### src/rtl/student_id_scroller.sv
// Scrolls a 4-digit window across a packed BCD student ID.
// Time-multiplexes the window onto a common-anode 4-digit display.
module student_id_scroller #(
  parameter int          ID_DIGITS   = 8,
  parameter logic [31:0] ID_VALUE    = 32'h4107_2035,
  parameter int          REFRESH_DIV = 50000,
  parameter int          SCROLL_DIV  = 25000000
) (
  input  logic       clk,
  input  logic       rst,
  input  logic       en,
  input  logic       step,
  output logic [3:0] digit_out,
  output logic [3:0] an_out,
  output logic [2:0] start_out,
  output logic       wrap
);

  localparam int RW =
    (REFRESH_DIV > 1) ? $clog2(REFRESH_DIV) : 1;
  localparam int SW =
    (SCROLL_DIV > 1) ? $clog2(SCROLL_DIV) : 1;
  localparam logic [RW-1:0] R_LAST = RW'(REFRESH_DIV - 1);
  localparam logic [SW-1:0] S_LAST = SW'(SCROLL_DIV - 1);
  localparam logic [2:0] D_LAST = 3'(ID_DIGITS - 1);

  logic [RW-1:0] refresh_cnt;
  logic [SW-1:0] scroll_cnt;
  logic [1:0]    scan;
  logic [2:0]    start;
  logic          tick;
  logic          adv;

  assign tick = (refresh_cnt == R_LAST);
  // manual step only counts while auto-scroll is off
  assign adv  = en ? (scroll_cnt == S_LAST) : step;

  always_ff @(posedge clk) begin
    if (rst) begin
      refresh_cnt <= '0;
      scroll_cnt  <= '0;
      scan        <= '0;
      start       <= '0;
      wrap        <= 1'b0;
    end else begin
      if (tick) begin
        refresh_cnt <= '0;
        scan        <= scan + 2'd1;
      end else begin
        refresh_cnt <= refresh_cnt + RW'(1);
      end
      if (en) begin
        if (scroll_cnt == S_LAST)
          scroll_cnt <= '0;
        else
          scroll_cnt <= scroll_cnt + SW'(1);
      end
      if (adv) begin
        if (start == D_LAST)
          start <= '0;
        else
          start <= start + 3'd1;
      end
      wrap <= adv && (start == D_LAST);
    end
  end

  logic [3:0] sum;
  logic [2:0] idx;
  logic [2:0] pos;

  // circular window: wrap index back into the ID
  assign sum = {1'b0, start} + {2'b00, scan};
  assign idx = (sum >= 4'(ID_DIGITS))
             ? 3'(sum - 4'(ID_DIGITS))
             : sum[2:0];
  assign pos = D_LAST - idx;

  assign digit_out = ID_VALUE[{pos, 2'b00} +: 4];
  assign an_out    = ~(4'b1000 >> scan);
  assign start_out = start;

endmodule
### config.mk
export PLATFORM = sky130hd
export DESIGN_NAME = student_id_scroller
export DESIGN_NICKNAME = d
export VERILOG_FILES = /design/src/rtl/student_id_scroller.sv
export SDC_FILE = /design/constraint.sdc
export NUM_CORES = 1
export LEC_CHECK = 0
export BUFFER_PORTS_ARGS = -buffer_cell sky130_fd_sc_hd__buf_4
export CAP_MARGIN = 20
export CORE_ASPECT_RATIO = 1.25
export CORE_UTILIZATION = 36
export CTS_CLUSTER_SIZE = 20
export DETAILED_ROUTE_END_ITERATION = 6
export PLACE_DENSITY = 0.64
export SYNTH_ARGS = -nofsm -noshare
export SYNTH_HDL_FRONTEND = slang
export SYNTH_SLANG_ARGS = --single-unit
### constraint.sdc
create_clock -name clk -period 2.9 [get_ports clk]
set_clock_uncertainty 0.1 [all_clocks]
set_input_delay 0.725 -clock clk [delete_from_list [all_inputs] [get_ports clk]]
set_output_delay 0.725 -clock clk [all_outputs]
set_load 0.01 [all_outputs]
==> flow_summary.yaml, run 1 <==
run_status:
  status: "completed"
synthesis:
  synthesis.nets: 284
  syn_inst: 269
  syn_area_um2: 2380
  synth-edff-count: 0
  synth_area_leaders: "dfxtp_1, xor2_1, ha_1"
  ys_types: 46
  ys_ff_latch: 47
  yosysSeqAreaShare_pct: 39.5
  async_flop_share_pct: 0
  yosys_warnings: 0
  synth_top_area_share_pct: 39.5
  syn_avg_cell_area_um2: 8.85
  synth_flop_cell: "dfxtp_1"
  yosys.area.top_type: "dfxtp_1"
cts:
  clock_latency_ns: 0.31
  clk_pin_slew_ns: 0.09
  cts_sinks: 47
  cts_buffer_depth: 2
  ctsHoldBuffers: 0
  numCtsBuffers: 5
  root_buffer: "clkbuf_8"
  cts_tree: "yes"
  htreeDepth: 2
die:
  die_h_um: 92.9
  initial_core_util_pct: 37.9
  io_pins: 16
  core-area_um2: 6290
  dieArea_um2: 6950
  die_x_um: 74.7
  rows: 32
grt:
  grtUsageMet1_pct: 15.2
  grt_first_pass_wirelength_um: 7540
  grt_pass1_vias: 1751
  track_usage_pct: 14.0
  grtUsageMet2_pct: 24.6
  grt_overflow: 0
  grt_max_degree: 16
  globalRouteMet3Util_pct: 2.94
  antenna_found_initial: 0
  busiest_layer: "met2"
hold_path:
  hold_class: "reg -> reg"
detailed_routing:
  via_count: 1924
  routed_wl_um: 4530
  vias_per_cell: 5.24
  routedWlPerCell_um: 12.3
  drcViolationCount: 0
  dr.pass1.iters: 4
  drtIter0Drc: 64
  postRouteAntennaNets: 0
critical_path:
  cp_cell_sequence: "ha_1, inv_1, fa_1, inv_1, ha_1, a21oi_1, buf_4"
  cp_max_fo: 4
  crit_type: "reg -> out"
  startpoint: "scan[0]$_SDFFE_PP0N_"
  rr_endpoint: "scroll_cnt[24]$_SDFFE_PP0P_"
  cp-start-kind: "flop"
  max_stage_delay_ns: 0.49
  cp_slowest_cell: "fa_1"
  r2r_start: "scroll_cnt[0]$_SDFFE_PP0P_"
  r2r_setup_slack_ns: 0.94
  critPathRequiredTime_ns: 2.08
  path_depth: 7
  end_kind: "primary output"
  crit_arrival_ns: 1.97
  crit_buf_inv: 3
  crit_family: "adder cells"
  endpoint: "digit_out[2]"
  r2r_cells: 5
finish:
  syn_to_final_growth_pct: 11.4
  mostFrequentLayoutCells: "dfxtp_1, nor2_1, nand2_1"
  drive_above_1_share_pct: 12.4
  mostFrequentLayoutCell: "dfxtp_1"
  n_antenna_cell: 0
  design_area_um2: 2650
  nNetsFinal: 296
  final_cell_count_no_fill: 367
job:
  cap_violations: 0
sta:
  max_freq_ghz: 0.358
  hold_viol: 0
  finalCritPeriodShare_pct: 96.3
  setup_viol: 0
  period_needed_ns: 2.79
  fin_tns_setup_ns: 0
  slew_violations: 0
  rsz0062_at_grt: "false"
power_and_ir_drop:
  power_density_nw_per_um2: 431
  vdd_drop_max_v: 0.000238
  power_leakage_nw: 0.976
placement:
  place_inst: 359
  io_buffers: 14
  place_area_um2: 2540
  dp_hpwl_um: 3230
  place_congestion: 0.778
[sequential cells by signal, indices dropped and copies added, names as in the netlist]
register / cells
refresh_cnt: 16
scan: 2
scroll_cnt: 25
start_out: 3
wrap: 1
[report_power, final]
part	internal (mW)	switching (mW)	total [mW]
clock network	0.195	0.236	0.430
logic	0.0234	0.0288	0.0522
registers	0.653	0.00731	0.661
[layout make-up]
| cell class | instances | area (um^2) |
|---|---|---|
| Tap cell | 85 | 106 |
| Fill cell | 631 | 3630 |
| Timing Repair Buffer | 16 | 120 |
| Clock inverter | 2 | 16.3 |
| Clock buffer | 6 | 82.6 |
| Multi-Input combinational cell | 199 | 1340 |
| Sequential cell | 47 | 942 |
| Inverter | 12 | 45.0 |
[synthesized netlist by cell type, types with 2 or more instances]
cell and count:
or4_4 2, nand3_1 15, nor3b_1 2, buf_2 5
mux2i_1 4, a21oi_2 2, nand2_1 21, nor2_1 30
and3_1 5, nand4b_1 2, or3_1 3, nor4_1 2
dfxtp_1 47, xnor2_1 9, and4_1 8, o21ai_0 5
clkbuf_1 3, xor2_1 16, a21oi_1 13, nor3_1 4
or4_1 7, nand4_1 10, o31ai_1 10, buf_4 2
inv_1 12, ha_1 10
[what timing repair did]
action | 4_1_cts | 5_1_grt
hold endpoints to repair | 0 | 0
endpoints found under the setup margin | 0 | 3
resized for setup | 0 | 2
buffers inserted | 0 | 0
[kinds of logic (layout without fill, tap and decap cells)]
kind of cell	count (synthesis)	count (layout)	share of synthesized area (%)
flip-flops	47	47	39.5
other	1	1	0.157
multiplexers	5	5	2.15
XOR/XNOR	25	25	9.20
AO/OA/AOI/OAI	35	35	9.35
adder cells (fa/ha/maj)	11	11	6.10
buffers and inverters	23	36	4.52
AND/OR/NAND/NOR	122	122	29.0
[metal layers]
metal / part of all wire (%) / up-vias
met1: 45 / 900
met3: 2.6 / 10
met4: 2.6 / 0
met2: 50 / 30
met5: 0 / -
li1: - / 984
[per-stage QoR]
stage,setup slack (ns),total power [mW],util (%),hold WS [ns]
2_1_floorplan,0.469,0.710,-,0.326
3_3_place_gp,0.464,0.727,40.5,0.346
3_5_place_dp,0.415,0.729,40.5,0.359
4_1_cts,0.0711,1.16,42.1,0.382
5_1_grt,0.00630,1.20,42.2,0.413
6_report,0.107,1.14,42.2,0.379
[how the worst min path moves through the flow]
stage,startpoint,to,slack (ns),cells after the start
floorplan,refresh_cnt[0]$_SDFF_PP0_,refresh_cnt[0]$_SDFF_PP0_,0.33,1
global placement,refresh_cnt[0]$_SDFF_PP0_,refresh_cnt[0]$_SDFF_PP0_,0.35,1
detailed placement,refresh_cnt[0]$_SDFF_PP0_,refresh_cnt[0]$_SDFF_PP0_,0.36,1
CTS,refresh_cnt[0]$_SDFF_PP0_,refresh_cnt[0]$_SDFF_PP0_,0.38,1
global route,refresh_cnt[15]$_SDFF_PP0_,refresh_cnt[15]$_SDFF_PP0_,0.41,2
finish,refresh_cnt[0]$_SDFF_PP0_,refresh_cnt[0]$_SDFF_PP0_,0.38,1
Power figures use the tool's default switching activity.
==> inputs of run 2 (changes only) <==
ABC_AREA = 1   (was default)
MAX_ROUTING_LAYER = met4   (was default)
TNS_END_PERCENT = 50   (was default)
==> run 2 against run 1 <==
Effect of this change: critical path depth unchanged; utilization down 0.63 points; sequential power about the same; via count up 23%; sequential cell count unchanged; cell count up 35%; highest routed layer unchanged.
==> flow_summary.yaml, run 2 <==
finish:
  final_cell_count_no_fill: 497
  nFillCells: 774
  mostFrequentLayoutCell: "nand2_1"
  largest-register: "scroll_cnt"
  largest_reg_flops: 25
  nNetsFinal: 419
  mostFrequentLayoutCells: "nand2_1, nor2_1, inv_1"
  n_antenna_cell: 0
  drive_above_1_share_pct: 18.8
  syn_to_final_growth_pct: 12.0
run_status:
  status: "completed"
detailed_routing:
  drcViolationCount: 0
  postRouteAntennaNets: 0
  routed_wl_um: 5270
  drtIter0Drc: 81
  via_count: 2359
  dr.pass1.iters: 5
  vias_per_cell: 4.75
  routedWlPerCell_um: 10.6
placement:
  place_congestion: 0.864
  place_inst: 489
  io_buffers: 14
  dp_hpwl_um: 4150
cts:
  ctsHoldBuffers: 0
  root_buffer: "clkbuf_8"
  cts_setup_buffers: 0
  cts_buffer_depth: 2
  clk_pin_slew_ns: 0.09
  clock_latency_ns: 0.30
  cts_tree: "yes"
  htreeDepth: 2
  cts_sinks: 47
  numCtsBuffers: 5
die:
  rows: 35
  die_x_um: 79.9
  dieArea_um2: 7940
  initial_core_util_pct: 37.1
  die_h_um: 99.4
  core-area_um2: 7360
  io_pins: 16
power_and_ir_drop:
  power_density_nw_per_um2: 430
  vdd_drop_max_v: 0.000221
  totalPowerFinal_mw: 1.31
  power_leakage_nw: 1.13
synthesis:
  synth.most_common_cell: "nand2_1"
  syn_avg_cell_area_um2: 7.04
  ys_types: 34
  syn_inst: 388
  synthesis.nets: 403
  yosys.area.top_type: "dfxtp_1"
  synth_common_cells: "nand2_1, nor2_1, inv_1, dfxtp_1, nand3_1"
  synth_area_leaders: "dfxtp_1, nand2_1, nor2_1"
  ys_ff_latch: 47
  synth_top_area_share_pct: 34.4
  yosysSeqAreaShare_pct: 34.4
  async_flop_share_pct: 0
  synth-edff-count: 0
  synth_flop_cell: "dfxtp_1"
  syn_area_um2: 2730
  yosys_warnings: 0
sta:
  finalCritPeriodShare_pct: 96.5
  hold_viol: 0
  setup_viol: 0
  rsz0062_at_grt: "false"
  holdWs_ns: 0.378
  period_needed_ns: 2.80
  max_freq_ghz: 0.357
  slew_violations: 0
  fin_tns_setup_ns: 0
critical_path:
  end_kind: "primary output"
  cp_slowest_cell: "fa_1"
  crit_arrival_ns: 1.97
  max_stage_delay_ns: 0.49
  cp-start-kind: "flop"
  crit_type: "reg -> out"
  cp_max_fo: 5
  critPathRequiredTime_ns: 2.08
  cp_cell_sequence: "ha_1, inv_1, fa_1, inv_1, ha_1, o21ai_0, buf_4"
  crit_family: "adder cells"
  crit_buf_inv: 3
grt:
  track_usage_pct: 14.9
  antenna_found_initial: 0
  grt_max_degree: 16
  grt_overflow: 0
  grt_pass1_vias: 2197
  grt_first_pass_wirelength_um: 9270
hold_path:
  hold_class: "reg -> reg"
job:
  cap_violations: 0
-- run 2: changes by cell type after synthesis, moves of 8 or more --
cell,previous run,this run
nand2_2,1,11
o31ai_1,10,0
a21oi_1,13,23
and4_1,8,0
nor2_4,0,11
nand2_1,21,71
nor2_1,30,58
inv_1,12,50
nand3_1,15,24
xor2_1,16,7
nor2_2,0,11
-- run 2: cell type report --
cell class,instances,area [um^2],area share (%)
multi-input cells,278,1540,50.4
flip-flops and latches,47,943,30.9
inverters,58,218,7.12
well taps,92,115,3.76
repair buffers,14,105,3.44
clock buffers,5,68.8,2.25
clock inverters,3,67.6,2.21
-- run 2: power breakdown --
part           switching (mW)  total (mW)  leakage, nW  internal [mW]
Sequential            0.00943       0.663        0.381          0.654
Combinational          0.0444      0.0764        0.686         0.0320
Clock                   0.231       0.575       0.0644          0.344
Total                   0.285        1.31         1.13           1.03
-- run 2: cells by family after synthesis --
logic type,after synthesis,synth area share (%)
AND/OR/NAND/NOR,220,40.4
buffers and inverters,63,9.44
flip-flops,47,34.4
AO/OA/AOI/OAI,37,7.38
adder cells (fa/ha/maj),11,5.31
XOR/XNOR,9,2.89
other,1,0.137
-- run 2: metal layers --
layer	global-route usage [%]	share of wire, %
met1	16.5	46
met2	27.4	51
met3	2.48	2.7
met4	3.43	0.53
met5	-	0
-- run 2: timing repair --
item / in CTS / in global routing
endpoints found under the hold margin: 0 / 0
setup endpoints to repair: 0 / 3
gates resized for setup: 0 / 3
-- run 2: path summary, 6_finish.rpt --
kind | endpoint | slack (ns) | depth (start not counted) | from
worst max-delay path | digit_out[2] | 0.10 | 7 | start_out[0]$_SDFFE_PP0P_
worst min-delay path | refresh_cnt[0]$_SDFF_PP0_ | 0.38 | 1 | refresh_cnt[0]$_SDFF_PP0_
worst max register to register | scroll_cnt[11]$_SDFFE_PP0P_ | 1.22 | 8 | scroll_cnt[0]$_SDFFE_PP0P_
worst min register to register | refresh_cnt[0]$_SDFF_PP0_ | 0.38 | 1 | refresh_cnt[0]$_SDFF_PP0_
-- run 2: metrics by stage --
step	setup slack [ns]	cell area, um^2	utilization [%]
5_1_grt	0.00235	3060	41.6
4_1_cts	0.0162	3050	41.4
6_report	0.100	3060	41.6
3_3_place_gp	0.398	2910	39.6
3_5_place_dp	0.348	2910	39.6
2_1_floorplan	0.381	2730	-
-- run 2: worst reg2reg max path, stage by stage (launching register included) --
cell and delay, ns:
dfxtp_1 0.39, ha_1 0.23, nand2_1 0.07, inv_1 0.10
nand3_2 0.12, nor2_1 0.22, nand2_4 0.12, nand2_2 0.17
nor2_1 0.07
==> inputs of run 3 (changes only) <==
ABC_AREA = default   (was 1)
==> run 3 against run 2 <==
Effect of this change: cell count decreased by 26%; sequential cell count did not move; utilization increased by 0.63 points; wire length is 14% lower; highest routed layer unchanged; clock power down 25%; critical path type unchanged.
==> flow_summary.yaml, run 3 (same netlist as run 1, synthesis figures left out) <==
hold_path:
  hold_class: "reg -> reg"
cts:
  clk_pin_slew_ns: 0.09
  htreeDepth: 2
  clock_latency_ns: 0.31
  cts_tree: "yes"
  root_buffer: "clkbuf_8"
  cts_setup_buffers: 0
  cts_resized: 0
  cts_sinks: 47
  cts_buffer_depth: 2
  ctsHoldBuffers: 0
  numCtsBuffers: 5
sta:
  holdWs_ns: 0.379
  slew_violations: 0
  fin_tns_setup_ns: 0
  rsz0062_at_grt: "false"
  max_freq_ghz: 0.358
  period_needed_ns: 2.79
  setup_viol: 0
  hold_viol: 0
  finalCritPeriodShare_pct: 96.2
detailed_routing:
  dr.pass1.iters: 4
  drcViolationCount: 0
  routedWlPerCell_um: 12.3
  vias_per_cell: 5.24
  drtIter0Drc: 59
  postRouteAntennaNets: 0
  routed_wl_um: 4530
  via_count: 1924
grt:
  grt_overflow: 0
  antenna_found_initial: 0
  grt_max_degree: 16
  busiest_layer: "met2"
  grtUsageMet2_pct: 24.6
  grt_first_pass_wirelength_um: 7530
  grtUsageMet1_pct: 15.2
  globalRouteMet3Util_pct: 2.94
  grt_pass1_vias: 1751
  track_usage_pct: 14.4
finish:
  fin_util_pct: 42.2
  n_antenna_cell: 0
  drive_above_1_share_pct: 12.4
  mostFrequentLayoutCells: "dfxtp_1, nor2_1, nand2_1"
  syn_to_final_growth_pct: 11.4
  largest-register: "scroll_cnt"
  largest_reg_flops: 25
  seq_area_um2: 942
  nNetsFinal: 296
  design_area_um2: 2650
  nFillCells: 631
  mostFrequentLayoutCell: "dfxtp_1"
  multi_input_area_um2: 1340
critical_path:
  crit_arrival_ns: 1.97
  crit_family: "adder cells"
  crit_type: "reg -> out"
  cp_cell_sequence: "ha_1, inv_1, fa_1, inv_1, ha_1, a21oi_1, buf_4"
  cp_max_fo: 4
  cp-start-kind: "flop"
  cp_slowest_cell: "fa_1"
  crit_buf_inv: 3
  critPathRequiredTime_ns: 2.08
  end_kind: "primary output"
  max_stage_delay_ns: 0.49
power_and_ir_drop:
  power_leakage_nw: 0.976
  vdd_drop_max_v: 0.000238
  power_density_nw_per_um2: 431
  totalPowerFinal_mw: 1.14
placement:
  io_buffers: 14
  dp_hpwl_um: 3230
  place_congestion: 0.789
  place_area_um2: 2540
die:
  core-area_um2: 6290
  io_pins: 16
  rows: 32
  die_x_um: 74.7
  die_h_um: 92.9
  initial_core_util_pct: 37.9
  dieArea_um2: 6950
job:
  cap_violations: 0
run_status:
  status: "completed"
==> run 3: layer usage <==
| layer | routed length, um | vias to the layer above |
|---|---|---|
| met1 | 2030 | 899 |
| li1 | - | 985 |
| met3 | 116 | 10 |
| met5 | 0 | - |
| met4 | 117 | 0 |
| met2 | 2260 | 30 |
==> run 3: worst paths after layout <==
kind              cells after the start  slack [ns]                           to                  startpoint
setup reg to reg                      5        0.94  scroll_cnt[24]$_SDFFE_PP0P_  scroll_cnt[0]$_SDFFE_PP0P_
hold / removal                        1        0.38    refresh_cnt[0]$_SDFF_PP0_   refresh_cnt[0]$_SDFF_PP0_
setup / recovery                      7        0.11                 digit_out[2]        scan[0]$_SDFFE_PP0N_
hold reg to reg                       1        0.38    refresh_cnt[0]$_SDFF_PP0_   refresh_cnt[0]$_SDFF_PP0_
==> run 3: final cells by class <==
cell class	count	area share [%]
clock buffer	6	3.11
multi-input combinational	199	50.5
sequential	47	35.5
inverter	12	1.70
tap	85	4.01
clock inverter	2	0.613
timing repair buffer	16	4.53
==> run 3: worst register-to-register path: cells and delay by family, from the launching register on <==
kind	cells	cell delay (ns)
simple gates	3	1.08
compound gates	1	0.14
fa+ha+maj	1	0.21
flops	1	0.37
==> run 3: where the power goes <==
group | leakage (nW) | internal, mW | switching, mW
combinational | 0.548 | 0.0234 | 0.0287
clock | 0.0474 | 0.195 | 0.236
sequential | 0.380 | 0.653 | 0.00731
==> run 3: metrics by stage <==
step	instances	worst slack (ns)
after floorplan	269	0.469
after global placement	359	0.464
after detailed placement	359	0.415
after CTS	367	0.0711
after global routing	367	0.00629
final	367	0.110
